[config.mk]
export PLATFORM = sky130hd
export DESIGN_NAME = mdio_master_arb_flat
export DESIGN_NICKNAME = d
export VERILOG_FILES = /design/src/rtl/mdio_master_arb_if.sv /design/src/rtl/mdio_master_arb.sv /design/src/flat_wrapper.sv
export SDC_FILE = /design/constraint.sdc
export NUM_CORES = 1
export LEC_CHECK = 0
export ABC_AREA = 0
export BUFFER_PORTS_ARGS = -buffer_cell sky130_fd_sc_hd__buf_2
export CAP_MARGIN = 15
export CORE_ASPECT_RATIO = 1.5
export CORE_MARGIN = 4
export CORE_UTILIZATION = 25
export CTS_CLUSTER_SIZE = 16
export DETAILED_ROUTE_END_ITERATION = 10
export PLACE_DENSITY = 0.46
export SETUP_SLACK_MARGIN = 0.3
export SYNTH_ARGS = -nofsm -noshare
export SYNTH_HDL_FRONTEND = slang
export SYNTH_SLANG_ARGS = --single-unit
export TNS_END_PERCENT = 30
[constraint.sdc]
create_clock -name clk -period 2.27 [get_ports clk]
set_input_delay 0.454 -clock clk [delete_from_list [all_inputs] [get_ports clk]]
set_output_delay 0.454 -clock clk [all_outputs]
set_load 0.05 [all_outputs]
[src/rtl/mdio_master_arb_if.sv]
// mdio_master_arb_if: client request/grant bus of the shared MDIO master
interface mdio_master_arb_if #(
  parameter int NUM_REQ = 2
);
  logic [NUM_REQ-1:0] req;
  logic [NUM_REQ-1:0] req_write;
  logic [5*NUM_REQ-1:0] req_phy;
  logic [5*NUM_REQ-1:0] req_reg;
  logic [16*NUM_REQ-1:0] req_wdata;
  logic [NUM_REQ-1:0] gnt;
  logic [NUM_REQ-1:0] done;
  logic [15:0] rdata;
  logic busy;
  modport slave (
    input  req, req_write, req_phy, req_reg, req_wdata,
    output gnt, done, rdata, busy
  );
  modport master (
    output req, req_write, req_phy, req_reg, req_wdata,
    input  gnt, done, rdata, busy
  );
endinterface

[src/rtl/mdio_master_arb.sv]
// mdio_master_arb: round-robin arbitrated Clause-22 MDIO master; define MDIO_PREAMBLE_EN for the 32-bit preamble
module mdio_master_arb #(
  parameter int NUM_REQ = 2,
  parameter int CLK_DIV = 4
) (
  input  logic clk,
  input  logic rst,
  mdio_master_arb_if.slave bus,
  output logic mdc,
  output logic mdio_o,
  output logic mdio_oe,
  input  logic mdio_i
);
  localparam int PW = NUM_REQ > 1 ? $clog2(NUM_REQ) : 1;
  localparam int CW = $clog2(2 * CLK_DIV);
  localparam logic [CW-1:0] HALF = CW'(CLK_DIV - 1);
  localparam logic [CW-1:0] LAST = CW'(2 * CLK_DIV - 1);
  typedef enum logic [2:0] {IDLE, PRE, HDR, TA, DATA, DONE} state_t;
`ifdef MDIO_PREAMBLE_EN
  localparam state_t FIRST = PRE;
`else
  localparam state_t FIRST = HDR;
`endif
  state_t state_q, state_d, nxt;
  logic [CW-1:0] cnt_q, cnt_d;
  logic [4:0] bidx_q, bidx_d, blast;
  logic [31:0] sr_q, sr_d;
  logic [15:0] rsr_q, rsr_d, rdata_q, rdata_d;
  logic [PW-1:0] ptr_q, ptr_d, win_q, win_d, pick;
  logic wr_q, wr_d, mdc_d, mdio_o_d, mdio_oe_d, found, load;
  assign bus.gnt = (state_q == IDLE && found) ? NUM_REQ'(1) << pick : '0;
  assign bus.done = state_q == DONE ? NUM_REQ'(1) << win_q : '0;
  assign bus.busy = state_q != IDLE || (|bus.gnt);
  assign bus.rdata = rdata_q;
  assign blast = state_q == PRE ? 5'd31 : state_q == HDR ? 5'd13 : state_q == TA ? 5'd1 : 5'd15;
  assign nxt = state_q == PRE ? HDR : state_q == HDR ? TA : state_q == TA ? DATA : DONE;
  always_comb begin
    found = 1'b0;
    pick = ptr_q;
    for (int i = 0; i < NUM_REQ; i++) begin
      if (!found && bus.req[(int'(ptr_q) + i) % NUM_REQ]) begin
        found = 1'b1;
        pick = PW'((int'(ptr_q) + i) % NUM_REQ);
      end
    end
  end
  always_comb begin
    state_d = state_q;
    cnt_d = cnt_q;
    bidx_d = bidx_q;
    sr_d = sr_q;
    rsr_d = rsr_q;
    rdata_d = rdata_q;
    ptr_d = ptr_q;
    win_d = win_q;
    wr_d = wr_q;
    mdc_d = mdc;
    mdio_o_d = mdio_o;
    mdio_oe_d = mdio_oe;
    load = 1'b0;
    case (state_q)
      IDLE: if (found) begin
        win_d = pick;
        ptr_d = pick == PW'(NUM_REQ - 1) ? '0 : pick + 1'b1;
        wr_d = bus.req_write[pick];
        sr_d = {2'b01, bus.req_write[pick] ? 2'b01 : 2'b10, bus.req_phy[5*pick +: 5],
                bus.req_reg[5*pick +: 5], 2'b10, bus.req_wdata[16*pick +: 16]};
        state_d = FIRST;
        cnt_d = '0;
        bidx_d = '0;
        load = 1'b1;
      end
      DONE: state_d = IDLE;
      default: begin
        cnt_d = cnt_q == LAST ? '0 : cnt_q + 1'b1;
        mdc_d = cnt_d > HALF;
        // read data is captured on the cycle mdc rises, mid-bit
        if (state_q == DATA && !wr_q && cnt_q == HALF) rsr_d = {rsr_q[14:0], mdio_i};
        if (cnt_q == LAST) begin
          state_d = bidx_q == blast ? nxt : state_q;
          bidx_d = bidx_q == blast ? '0 : bidx_q + 1'b1;
          load = state_d != DONE;
          if (state_d == DONE) begin
            mdio_o_d = 1'b1;
            mdio_oe_d = 1'b0;
            rdata_d = wr_q ? rdata_q : rsr_q;
          end
        end
      end
    endcase
    // every bit starts with mdc low and new pad data
    if (load) begin
      mdio_o_d = (state_d == PRE) || sr_d[31];
      mdio_oe_d = state_d == PRE || state_d == HDR || wr_d;
      sr_d = state_d == PRE ? sr_d : sr_d << 1;
    end
  end
  always_ff @(posedge clk) begin
    if (rst) begin
      state_q <= IDLE;
      cnt_q <= '0;
      bidx_q <= '0;
      sr_q <= '0;
      rsr_q <= '0;
      rdata_q <= '0;
      ptr_q <= '0;
      win_q <= '0;
      wr_q <= 1'b0;
      mdc <= 1'b0;
      mdio_o <= 1'b1;
      mdio_oe <= 1'b0;
    end else begin
      state_q <= state_d;
      cnt_q <= cnt_d;
      bidx_q <= bidx_d;
      sr_q <= sr_d;
      rsr_q <= rsr_d;
      rdata_q <= rdata_d;
      ptr_q <= ptr_d;
      win_q <= win_d;
      wr_q <= wr_d;
      mdc <= mdc_d;
      mdio_o <= mdio_o_d;
      mdio_oe <= mdio_oe_d;
    end
  end
endmodule

[src/flat_wrapper.sv]
// flat-port wrapper written by rule: the top's interface ports become plain ports
module mdio_master_arb_flat 
#(
  parameter int NUM_REQ = 2,
  parameter int CLK_DIV = 4
)
  (clk, rst, mdc, mdio_o, mdio_oe, mdio_i, bus_req, bus_req_write, bus_req_phy, bus_req_reg, bus_req_wdata, bus_gnt, bus_done, bus_rdata, bus_busy);
  mdio_master_arb_if #(.NUM_REQ(NUM_REQ)) bus_i ();
  input  logic clk;
  input  logic rst;
  output logic mdc;
  output logic mdio_o;
  output logic mdio_oe;
  input  logic mdio_i;
  input wire logic [$bits(bus_i.req)-1:0] bus_req;
  input wire logic [$bits(bus_i.req_write)-1:0] bus_req_write;
  input wire logic [$bits(bus_i.req_phy)-1:0] bus_req_phy;
  input wire logic [$bits(bus_i.req_reg)-1:0] bus_req_reg;
  input wire logic [$bits(bus_i.req_wdata)-1:0] bus_req_wdata;
  output wire logic [$bits(bus_i.gnt)-1:0] bus_gnt;
  output wire logic [$bits(bus_i.done)-1:0] bus_done;
  output wire logic [$bits(bus_i.rdata)-1:0] bus_rdata;
  output wire logic [$bits(bus_i.busy)-1:0] bus_busy;
  assign bus_i.req = bus_req;
  assign bus_i.req_write = bus_req_write;
  assign bus_i.req_phy = bus_req_phy;
  assign bus_i.req_reg = bus_req_reg;
  assign bus_i.req_wdata = bus_req_wdata;
  assign bus_gnt = bus_i.gnt;
  assign bus_done = bus_i.done;
  assign bus_rdata = bus_i.rdata;
  assign bus_busy = bus_i.busy;
  mdio_master_arb #(.NUM_REQ(NUM_REQ), .CLK_DIV(CLK_DIV)) u_core (.clk(clk), .rst(rst), .bus(bus_i), .mdc(mdc), .mdio_o(mdio_o), .mdio_oe(mdio_oe), .mdio_i(mdio_i));
endmodule
==> results.toml, run 1 <==
[place]
gp_congestion = 0.772
place_area_mm2 = 0.00460
place.port_buffers = 82
placed_cells = 744
dp_hpwl_um = 6840

[clock_network]
cts_root_buffer = "clkbuf_16"
cts_sinks = 81
tritoncts = "yes"
clk_path_buf_depth = 2
cts-buffers-inserted = 9
clk_latency_ps = 340
cts_htree_levels = 3
clk_pin_slew_ps = 60
postCtsHoldBufs = 0

[detailed_routing]
met1_length_um = 4250
wl_met2_um = 4840
vias_per_cell = 4.57
vias = 3557
wl_um = 9730
drc = 0
drtAntennaViolNets = 0
wl_per_cell_um = 12.5
drt_iter0_drc = 82
dr.pass1.iters = 4
routed.top_layer = "met4"
wl_met3_um = 488

[global_routing]
grt_max_degree = 40
grt_pass1_vias = 3445
grt_util_all_layers_pct = 11.1
antenna_found_initial = 0
grt_pass1_wl_um = 15800
grt-ovfl-total = 0

[die]
die_area_mm2 = 0.0178
core-area_mm2 = 0.0152
ios = 83
die_y_um = 161
core.rowCount = 55
initial_core_util_pct = 25.7
die_x_um = 110

[timing]
finalCritPeriodShare_pct = 86.9
skew_ps = 9.52
fin_setup_tns_ps = 0
rsz0062_at_grt = "true"
fmax_mhz = 507
finalSetupViolations = 0
slew_headroom_pct = 57.8
report.final.slew_viol_count = 0
finalCriticalPeriod_ps = 1970
tightest_slew_ps = 631
hold_viol = 0

[pwr]
irDropWorstVdd_v = 0.000265
powerDensity_mw_per_mm2 = 687
power.leakage_nw = 2.38

[layout]
antenna_cells = 0
syn_to_final_growth_pct = 35.6
nFillCells = 1577
final_cells = 779
fin_nets = 638
drive_above_1_share_pct = 32.4
final_area_mm2 = 0.00531

[synthesis]
synth_cells = 475
ys_seq_area_share_pct = 41.4
ys.flop_type = "dfxtp_1"
yosysWarnings = 0
synth_nets = 538
synthesis.area_mm2 = 0.00392
ys_async_sr_fraction_pct = 0
ys_ff_latch = 81
avgSynthCellArea_um2 = 8.24
ys_types = 51
synth_edf_count = 0

[worst_setup_path]
crit_type = "reg -> out"
regToRegSetupSlack_ps = 310
critPathCaptureType = "output pin"
start_kind = "flip-flop"
arrival_ps = 1520
crit_required_ps = 1820
cp_max_fo = 13

[flow_run]
maxCapViolations = 0

[worst_hold_path]
min-delay-path-class = "in -> reg"

[status]
status = "complete, no violations"
metrics by stage:
step | utilization (%) | setup WS [ps] | hold slack (ps) | power, W
6_report | 34.9 | 298 | 355 | 0.00365
5_1_grt | 34.9 | 212 | 366 | 0.00382
4_1_cts | 33.5 | 266 | 348 | 0.00366
3_5_place_dp | 30.3 | 110 | 450 | 0.00202
3_3_place_gp | 30.3 | 146 | 449 | 0.00201
2_1_floorplan | - | 143 | 436 | 0.00187
state kept, by name, summed over array words and instances, names as in the netlist:
register	cells
u_core.bidx_q	5
u_core.bus.rdata	16
u_core.cnt_q	3
u_core.mdc	1
u_core.mdio_o	1
u_core.mdio_oe	1
u_core.ptr_q	1
u_core.rsr_q	16
u_core.sr_q	32
u_core.state_q	3
u_core.win_q	1
u_core.wr_q	1
routing by layer:
metal	GRT usage [%]	vias up
li1	-	1829
met1	13.3	1623
met2	19.0	91
met3	2.84	14
met4	3.75	0
met5	0	-
worst max-delay path: stages, from the launching register on:
cell,delay (ps)
dfxtp_2,340
buf_12,140
nor3_4,220
buf_6,140
nand2_2,50
a21oi_2,110
buf_6,170
layout by cell type, fill, tap and decap left out, types with 3 or more instances in the layout:
| cell type | Yosys | layout |
|---|---|---|
| buf_12 | 0 | 4 |
| clkbuf_16 | 0 | 9 |
| nand3_1 | 4 | 4 |
| nor2_1 | 63 | 61 |
| nand2_1 | 113 | 108 |
| a21oi_1 | 31 | 30 |
| buf_4 | 5 | 34 |
| or3b_1 | 6 | 3 |
| nand2_2 | 0 | 4 |
| dfxtp_4 | 0 | 3 |
| o31ai_1 | 5 | 4 |
| nor3_1 | 5 | 5 |
| buf_6 | 4 | 6 |
| a211oi_1 | 26 | 22 |
| buf_2 | 8 | 77 |
| a211oi_2 | 0 | 4 |
| nor2b_1 | 4 | 3 |
| dfxtp_1 | 81 | 74 |
| o21ai_0 | 7 | 6 |
| mux2i_1 | 46 | 43 |
| inv_1 | 5 | 4 |
| or3b_4 | 0 | 3 |
| dfxtp_2 | 0 | 4 |
| and3_1 | 4 | 4 |
synth_stat cells (2+ instances only):
master,instances,area [um2]
a211oi_1,26,195
a21oi_1,31,155
a22oi_1,2,15.0
a31o_2,2,17.5
a31oi_1,2,12.5
and3_1,4,25.0
buf_2,8,40.0
buf_4,5,37.5
buf_6,4,45.0
clkbuf_1,16,60.1
dfxtp_1,81,1620
ha_1,4,50.1
inv_1,5,18.8
mux2i_1,46,460
nand2_1,113,424
nand2b_1,2,12.5
nand3_1,4,20.0
nor2_1,63,236
nor2b_1,4,25.0
nor3_1,5,25.0
o21a_1,2,15.0
o21ai_0,7,35.0
o31ai_1,5,37.5
or3b_1,6,52.6
xor2_1,2,17.5
cell families after synthesis:
group	share of synthesized area (%)
simple gates	23.3
mux	12.0
buf+inv	5.24
fa+ha+maj	1.53
flops	41.4
xor+xnor	0.448
compound gates	16.0
where the power goes:
part | internal (W) | switching, W | leakage, nW
combinational | 0.000229 | 0.000287 | 1.55
sequential | 0.00149 | 0.0000289 | 0.665
clock | 0.00100 | 0.000607 | 0.158
timing repair:
action                     CTS  global route
setup endpoints to repair   58            71
buffers inserted             8            11
pin swaps                    6             9
gates resized for setup     33            29
final timing paths:
kind	start	endpoint	cells past startpoint
worst max-delay path	u_core.state_q[2]	bus_gnt[0]	6
worst min-delay path	mdio_i	u_core.rsr_q[0]	3
worst min register to register	u_core.rsr_q[15]	u_core.rsr_q[15]	2
worst max register to register	u_core.bidx_q[2]	u_core.mdio_oe	7
final cells by class:
class	count	area, um2	share of cell area [%]
sequential	81	1640	30.8
timing repair buffer	123	818	15.4
inverter	5	22.5	0.424
clock buffer	11	243	4.57
clock inverter	5	87.6	1.65
multi-input combinational	355	2250	42.4
tap	199	249	4.69
Note: power is estimated with default switching activity, not from simulation.
==> run 2, diff against run 1 <==
--- a/config.mk
+++ b/config.mk
@@ -5,15 +5,15 @@
 export SDC_FILE = /design/constraint.sdc
 export NUM_CORES = 1
 export LEC_CHECK = 0
-export ABC_AREA = 0
+export ABC_AREA = 1
 export BUFFER_PORTS_ARGS = -buffer_cell sky130_fd_sc_hd__buf_2
-export CAP_MARGIN = 15
+export CAP_MARGIN = 0
 export CORE_ASPECT_RATIO = 1.5
 export CORE_MARGIN = 4
-export CORE_UTILIZATION = 25
+export CORE_UTILIZATION = 35
 export CTS_CLUSTER_SIZE = 16
 export DETAILED_ROUTE_END_ITERATION = 10
-export PLACE_DENSITY = 0.46
+export PLACE_DENSITY = 0.58
 export SETUP_SLACK_MARGIN = 0.3
 export SYNTH_ARGS = -nofsm -noshare
 export SYNTH_HDL_FRONTEND = slang
==> run 2 against run 1 <==
Worst setup slack worse by 48 ps. Final cell count is 6.8% higher. Worst hold slack better by 42 ps. Core utilization is 16 points higher. Non-clock buffer count is 9 higher. Via count is 19% higher. Critical endpoint is now bus_gnt[1].
==> results.toml, run 2 <==
[global_routing]
grt_util_all_layers_pct = 16.2
grt_max_degree = 66
grt_pass1_vias = 3706
use_met1_pct = 19.6
grt_busiest_layer = "met2"
met2_usage_pct = 28.2
grt_pass1_wl_um = 16900
grt-ovfl-total = 0
antenna_found_initial = 0
grt_use_met3_pct = 2.68

[synthesis]
synth_area_leaders = "dfxtp_1, nor2_1, o21ai_0"
ys.flop_type = "dfxtp_1"
yosysTopAreaCell = "dfxtp_1"
synth_top_area_share_pct = 41.5
ys_async_sr_fraction_pct = 0
synth_edf_count = 0
ys_ff_latch = 81
yosys.cell_count.top_type = "nor2_1"
synth_common_cells = "nor2_1, o21ai_0, dfxtp_1"
ys_seq_area_share_pct = 41.5
synthesis.area_mm2 = 0.00391
avgSynthCellArea_um2 = 6.89
synth_cells = 567
ys_types = 32
yosysWarnings = 0
synth_nets = 630

[detailed_routing]
wl_per_cell_um = 14.6
drtAntennaViolNets = 0
wl_um = 12200
vias_per_cell = 5.10
drc = 0
drt_iter0_drc = 224
vias = 4246
dr.pass1.iters = 6

[clock_network]
postCtsHoldBufs = 0
clk_pin_slew_ps = 60
cts-buffers-inserted = 9
clk_latency_ps = 340
cts_sinks = 81
clk_path_buf_depth = 2
cts_root_buffer = "clkbuf_16"
tritoncts = "yes"
cts_htree_levels = 3

[layout]
final_cell_mix = "nor2_1, o21ai_0, buf_2, dfxtp_1, nand2_1"
drive_above_1_share_pct = 33.3
fin_nets = 744
max_flop_register = "u_core.sr_q"
syn_to_final_growth_pct = 43.4
antenna_cells = 0
final_common_cell = "nor2_1"
nFillCells = 1090
final_cells = 832
final_area_mm2 = 0.00560
largest_reg_flops = 32

[pwr]
powerDensity_mw_per_mm2 = 733
irDropWorstVdd_v = 0.000321
power.leakage_nw = 2.49

[die]
die_area_mm2 = 0.0130
core-area_mm2 = 0.0110
core.rowCount = 47
initial_core_util_pct = 35.5
die_x_um = 94.3
ios = 83
die_y_um = 137

[worst_hold_path]
min_from = "mdio_i"
min-delay-path-class = "in -> reg"
whs_path_depth = 3

[timing]
finalSetupViolations = 0
holdWs_ps = 396
rsz0062_at_grt = "true"
fin_setup_tns_ps = 0
slew_headroom_pct = 66.5
finalCriticalPeriod_ps = 2020
tightest_slew_ps = 497
hold_viol = 0
skew_ps = 14.0
finalCritPeriodShare_pct = 89.0
report.final.slew_viol_count = 0
fmax_mhz = 495

[place]
place.port_buffers = 82
dp_hpwl_um = 7190
gp_congestion = 0.810
placed_cells = 777
place_area_mm2 = 0.00448

[worst_setup_path]
r2r-start = "u_core.state_q[1]"
start_kind = "flip-flop"
crit_required_ps = 1820
crit_type = "reg -> out"
arrival_ps = 1570
cp_max_fo = 5
crit_start = "u_core.state_q[2]"
worst_r2r_path_depth = 14
critPathCaptureType = "output pin"

[status]
status = "complete, no violations"

[flow_run]
maxCapViolations = 0
run 2: cell types whose count changed after synthesis, moves of 7 or more:
| cell | before | now |
|---|---|---|
| o21ai_0 | 7 | 92 |
| nor2_1 | 63 | 140 |
| mux2i_1 | 46 | 0 |
| nand2_1 | 113 | 70 |
| a211oi_1 | 26 | 0 |
| o21ai_1 | 0 | 23 |
| inv_1 | 5 | 22 |
| nand3_1 | 4 | 17 |
| a21oi_1 | 31 | 41 |
| nand4_1 | 0 | 7 |
run 2: metrics by stage:
stage	util (%)	power [W]	setup slack (ps)
floorplan	-	0.00211	284
global placement	40.7	0.00229	183
detailed placement	40.7	0.00230	119
CTS	45.0	0.00394	293
global route	51.0	0.00429	163
finish	51.0	0.00411	250
run 2: path summary, 6_finish.rpt:
kind | end | slack, ps
worst max register to register | u_core.sr_q[28] | 290
worst min register to register | u_core.mdc | 490
worst max-delay path | bus_gnt[1] | 250
worst min-delay path | u_core.rsr_q[0] | 400
run 2: kinds of logic after synthesis:
group | synth area share, %
simple gates | 28.9
flops | 41.5
fa+ha+maj | 1.28
buf+inv | 7.27
xor+xnor | 0.224
compound gates | 20.8
run 2: critical path, stage by stage, from the launching register on:
cell and delay (ps):
dfxtp_4 370, inv_6 80, buf_12 100, nand2_4 80, nor2_4 150, inv_4 50
buf_12 120, nor2_4 130, buf_8 150
run 2: per-layer routing:
metal | vias to the layer above | wire [um] | part of all wire, %
met3 | 26 | 528 | 4.3
met2 | 112 | 6320 | 52
met4 | 0 | 365 | 3.0
met1 | 2003 | 4940 | 41
li1 | 2105 | - | -
met5 | - | 0 | 0
run 2: timing repair:
action,CTS,global route
resized for setup,19,77
cloned,1,11
pin swaps,3,26
setup endpoints to repair,38,54
setup buffers,8,20
run 2: area by class of cell:
class	instances	area, um2	share of cell area, %
well taps	147	184	3.28
inverters	28	118	2.10
multi-input cells	429	2340	41.8
clock inverters	5	80.1	1.43
clock buffers	10	239	4.26
flip-flops and latches	81	1630	29.1
repair buffers	132	1010	18.0
run 2: report_power, final:
part	total, W	switching, W	leakage, nW	internal, W
registers	0.00157	0.0000447	0.664	0.00153
logic	0.000966	0.000572	1.67	0.000393
clock network	0.00157	0.000588	0.151	0.000985
==> run 3, diff against run 2 <==
--- a/config.mk
+++ b/config.mk
@@ -5,16 +5,15 @@
 export SDC_FILE = /design/constraint.sdc
 export NUM_CORES = 1
 export LEC_CHECK = 0
-export ABC_AREA = 1
 export BUFFER_PORTS_ARGS = -buffer_cell sky130_fd_sc_hd__buf_2
 export CAP_MARGIN = 0
 export CORE_ASPECT_RATIO = 1.5
-export CORE_MARGIN = 4
 export CORE_UTILIZATION = 35
 export CTS_CLUSTER_SIZE = 16
 export DETAILED_ROUTE_END_ITERATION = 10
 export PLACE_DENSITY = 0.58
 export SETUP_SLACK_MARGIN = 0.3
+export SLEW_MARGIN = 30
 export SYNTH_ARGS = -nofsm -noshare
 export SYNTH_HDL_FRONTEND = slang
 export SYNTH_SLANG_ARGS = --single-unit
==> run 3 against run 2 <==
Non-clock buffer count down 5. Sequential power fell by 3%. Global-route usage is 0.88 points lower. Critical path depth down 2.
==> results.toml, run 3 (same netlist as run 1, synthesis figures left out) <==
[status]
status = "complete, no violations"

[layout]
drive_above_1_share_pct = 34.8
final_cell_mix = "nand2_1, buf_2, dfxtp_1"
antenna_cells = 0
final_common_cell = "nand2_1"
syn_to_final_growth_pct = 37.9
final_util_pct = 50.4
max_flop_register = "u_core.sr_q"
largest_reg_flops = 32
fin_nets = 642
final_cells = 728

[clock_network]
clk_latency_ps = 340
clk_pin_slew_ps = 60
cts_sinks = 81
clk_path_buf_depth = 2
cts-buffers-inserted = 9
cts_htree_levels = 3
tritoncts = "yes"
postCtsHoldBufs = 0
cts_root_buffer = "clkbuf_16"

[global_routing]
grt_use_met3_pct = 3.20
grt_pass1_vias = 3239
use_met1_pct = 17.8
antenna_found_initial = 0
grt_pass1_wl_um = 14300
grt-ovfl-total = 0
met2_usage_pct = 26.2
grt_util_all_layers_pct = 15.4
grt_max_degree = 55
grt_busiest_layer = "met2"

[detailed_routing]
wl_um = 9720
vias_per_cell = 4.99
dr.pass1.iters = 4
vias = 3634
drt_iter0_drc = 141
drc = 0
wl_per_cell_um = 13.4
drtAntennaViolNets = 0

[pwr]
p_total_w = 0.00358
powerDensity_mw_per_mm2 = 662
irDropWorstVdd_v = 0.000370
power.leakage_nw = 2.46

[worst_setup_path]
crit_type = "reg -> out"
crit_required_ps = 1820
crit_start = "u_core.state_q[0]"
arrival_ps = 1570
start_kind = "flip-flop"
path_cells = "buf_12 > nor3_4 > and2_4 > nand2_4 > clkinvlp_4 > buf_8"
cp_slowest_stage_delay_ps = 360
r2r-start = "u_core.state_q[2]"
cp_max_fo = 7
cp_slowest_cell = "dfxtp_4"
critPathCaptureType = "output pin"

[die]
die_area_mm2 = 0.0116
die_x_um = 88.4
die_y_um = 132
initial_core_util_pct = 36.6
ios = 83
core-area_mm2 = 0.0107
core.rowCount = 46

[timing]
skew_ps = 7.55
finalCritPeriodShare_pct = 89.3
hold_viol = 0
fmax_mhz = 493
rsz0062_at_grt = "true"
report.final.slew_viol_count = 0
fin_setup_tns_ps = 0
slew_headroom_pct = 67.1
finalCriticalPeriod_ps = 2030
finalSetupViolations = 0
holdWs_ps = 354
tightest_slew_ps = 480

[worst_hold_path]
min_from = "mdio_i"
min-delay-path-class = "in -> reg"

[place]
placed_cells = 688
gp_congestion = 0.770
place.port_buffers = 82
dp_hpwl_um = 6110

[flow_run]
maxCapViolations = 0
run 3: cell types whose count changed in the layout (fill, tap and decap cells not counted), sizes merged, moves of 4 or more:
cell    before  now
a21oi       41   32
inv         28    5
mux2i        0   46
o21ai      115    8
nor2b        0    4
nor2       144   64
buf        126  121
nand3       21    5
a211oi       0   26
o31ai        0    5
nand4        7    0
or3b         0    6
nand2       83  113
run 3: stage by stage:
stage | worst slack (ps) | instance area, um2
6_report | 242 | 5400
5_1_grt | 193 | 5400
4_1_cts | 240 | 4970
3_5_place_dp | 50.1 | 4540
3_3_place_gp | 91.5 | 4540
2_1_floorplan | 143 | 3940
run 3: path summary, 6_finish.rpt:
kind	end	slack, ps	cells after the start
max	bus_gnt[1]	240	6
min	u_core.rsr_q[0]	350	3
max reg2reg	u_core.bidx_q[2]	280	8
min reg2reg	u_core.rsr_q[15]	460	2
run 3: timing repair:
action,CTS,global route
buffers inserted,7,10
gates cloned,0,7
endpoints found under the setup margin,58,72
gates resized for setup,21,49
pin swaps,4,14
run 3: power breakdown:
group / leakage (nW) / total, W / switching, W / internal (W)
logic: 1.64 / 0.000580 / 0.000320 / 0.000261
clock network: 0.146 / 0.00148 / 0.000586 / 0.000890
registers: 0.666 / 0.00152 / 0.0000274 / 0.00149
total: 2.46 / 0.00358 / 0.000933 / 0.00264
run 3: routing by layer:
metal | up-vias | part of all wire, %
met3 | 11 | 4.6
met2 | 91 | 52
li1 | 1838 | -
met1 | 1694 | 42
met5 | - | 0
met4 | 0 | 1.5
run 3: area by class of cell:
class,instances,area [um2]
repair buffers,127,943
fillers,1050,5310
clock inverters,5,63.8
flip-flops and latches,81,1640
well taps,144,180
inverters,5,22.5
clock buffers,11,243
multi-input cells,355,2310
run 3: critical path, delay by kind of cell (launching register included):
family        cells  cell delay (ps)
simple gates      3              500
flops             1              360
buf+inv           3              370
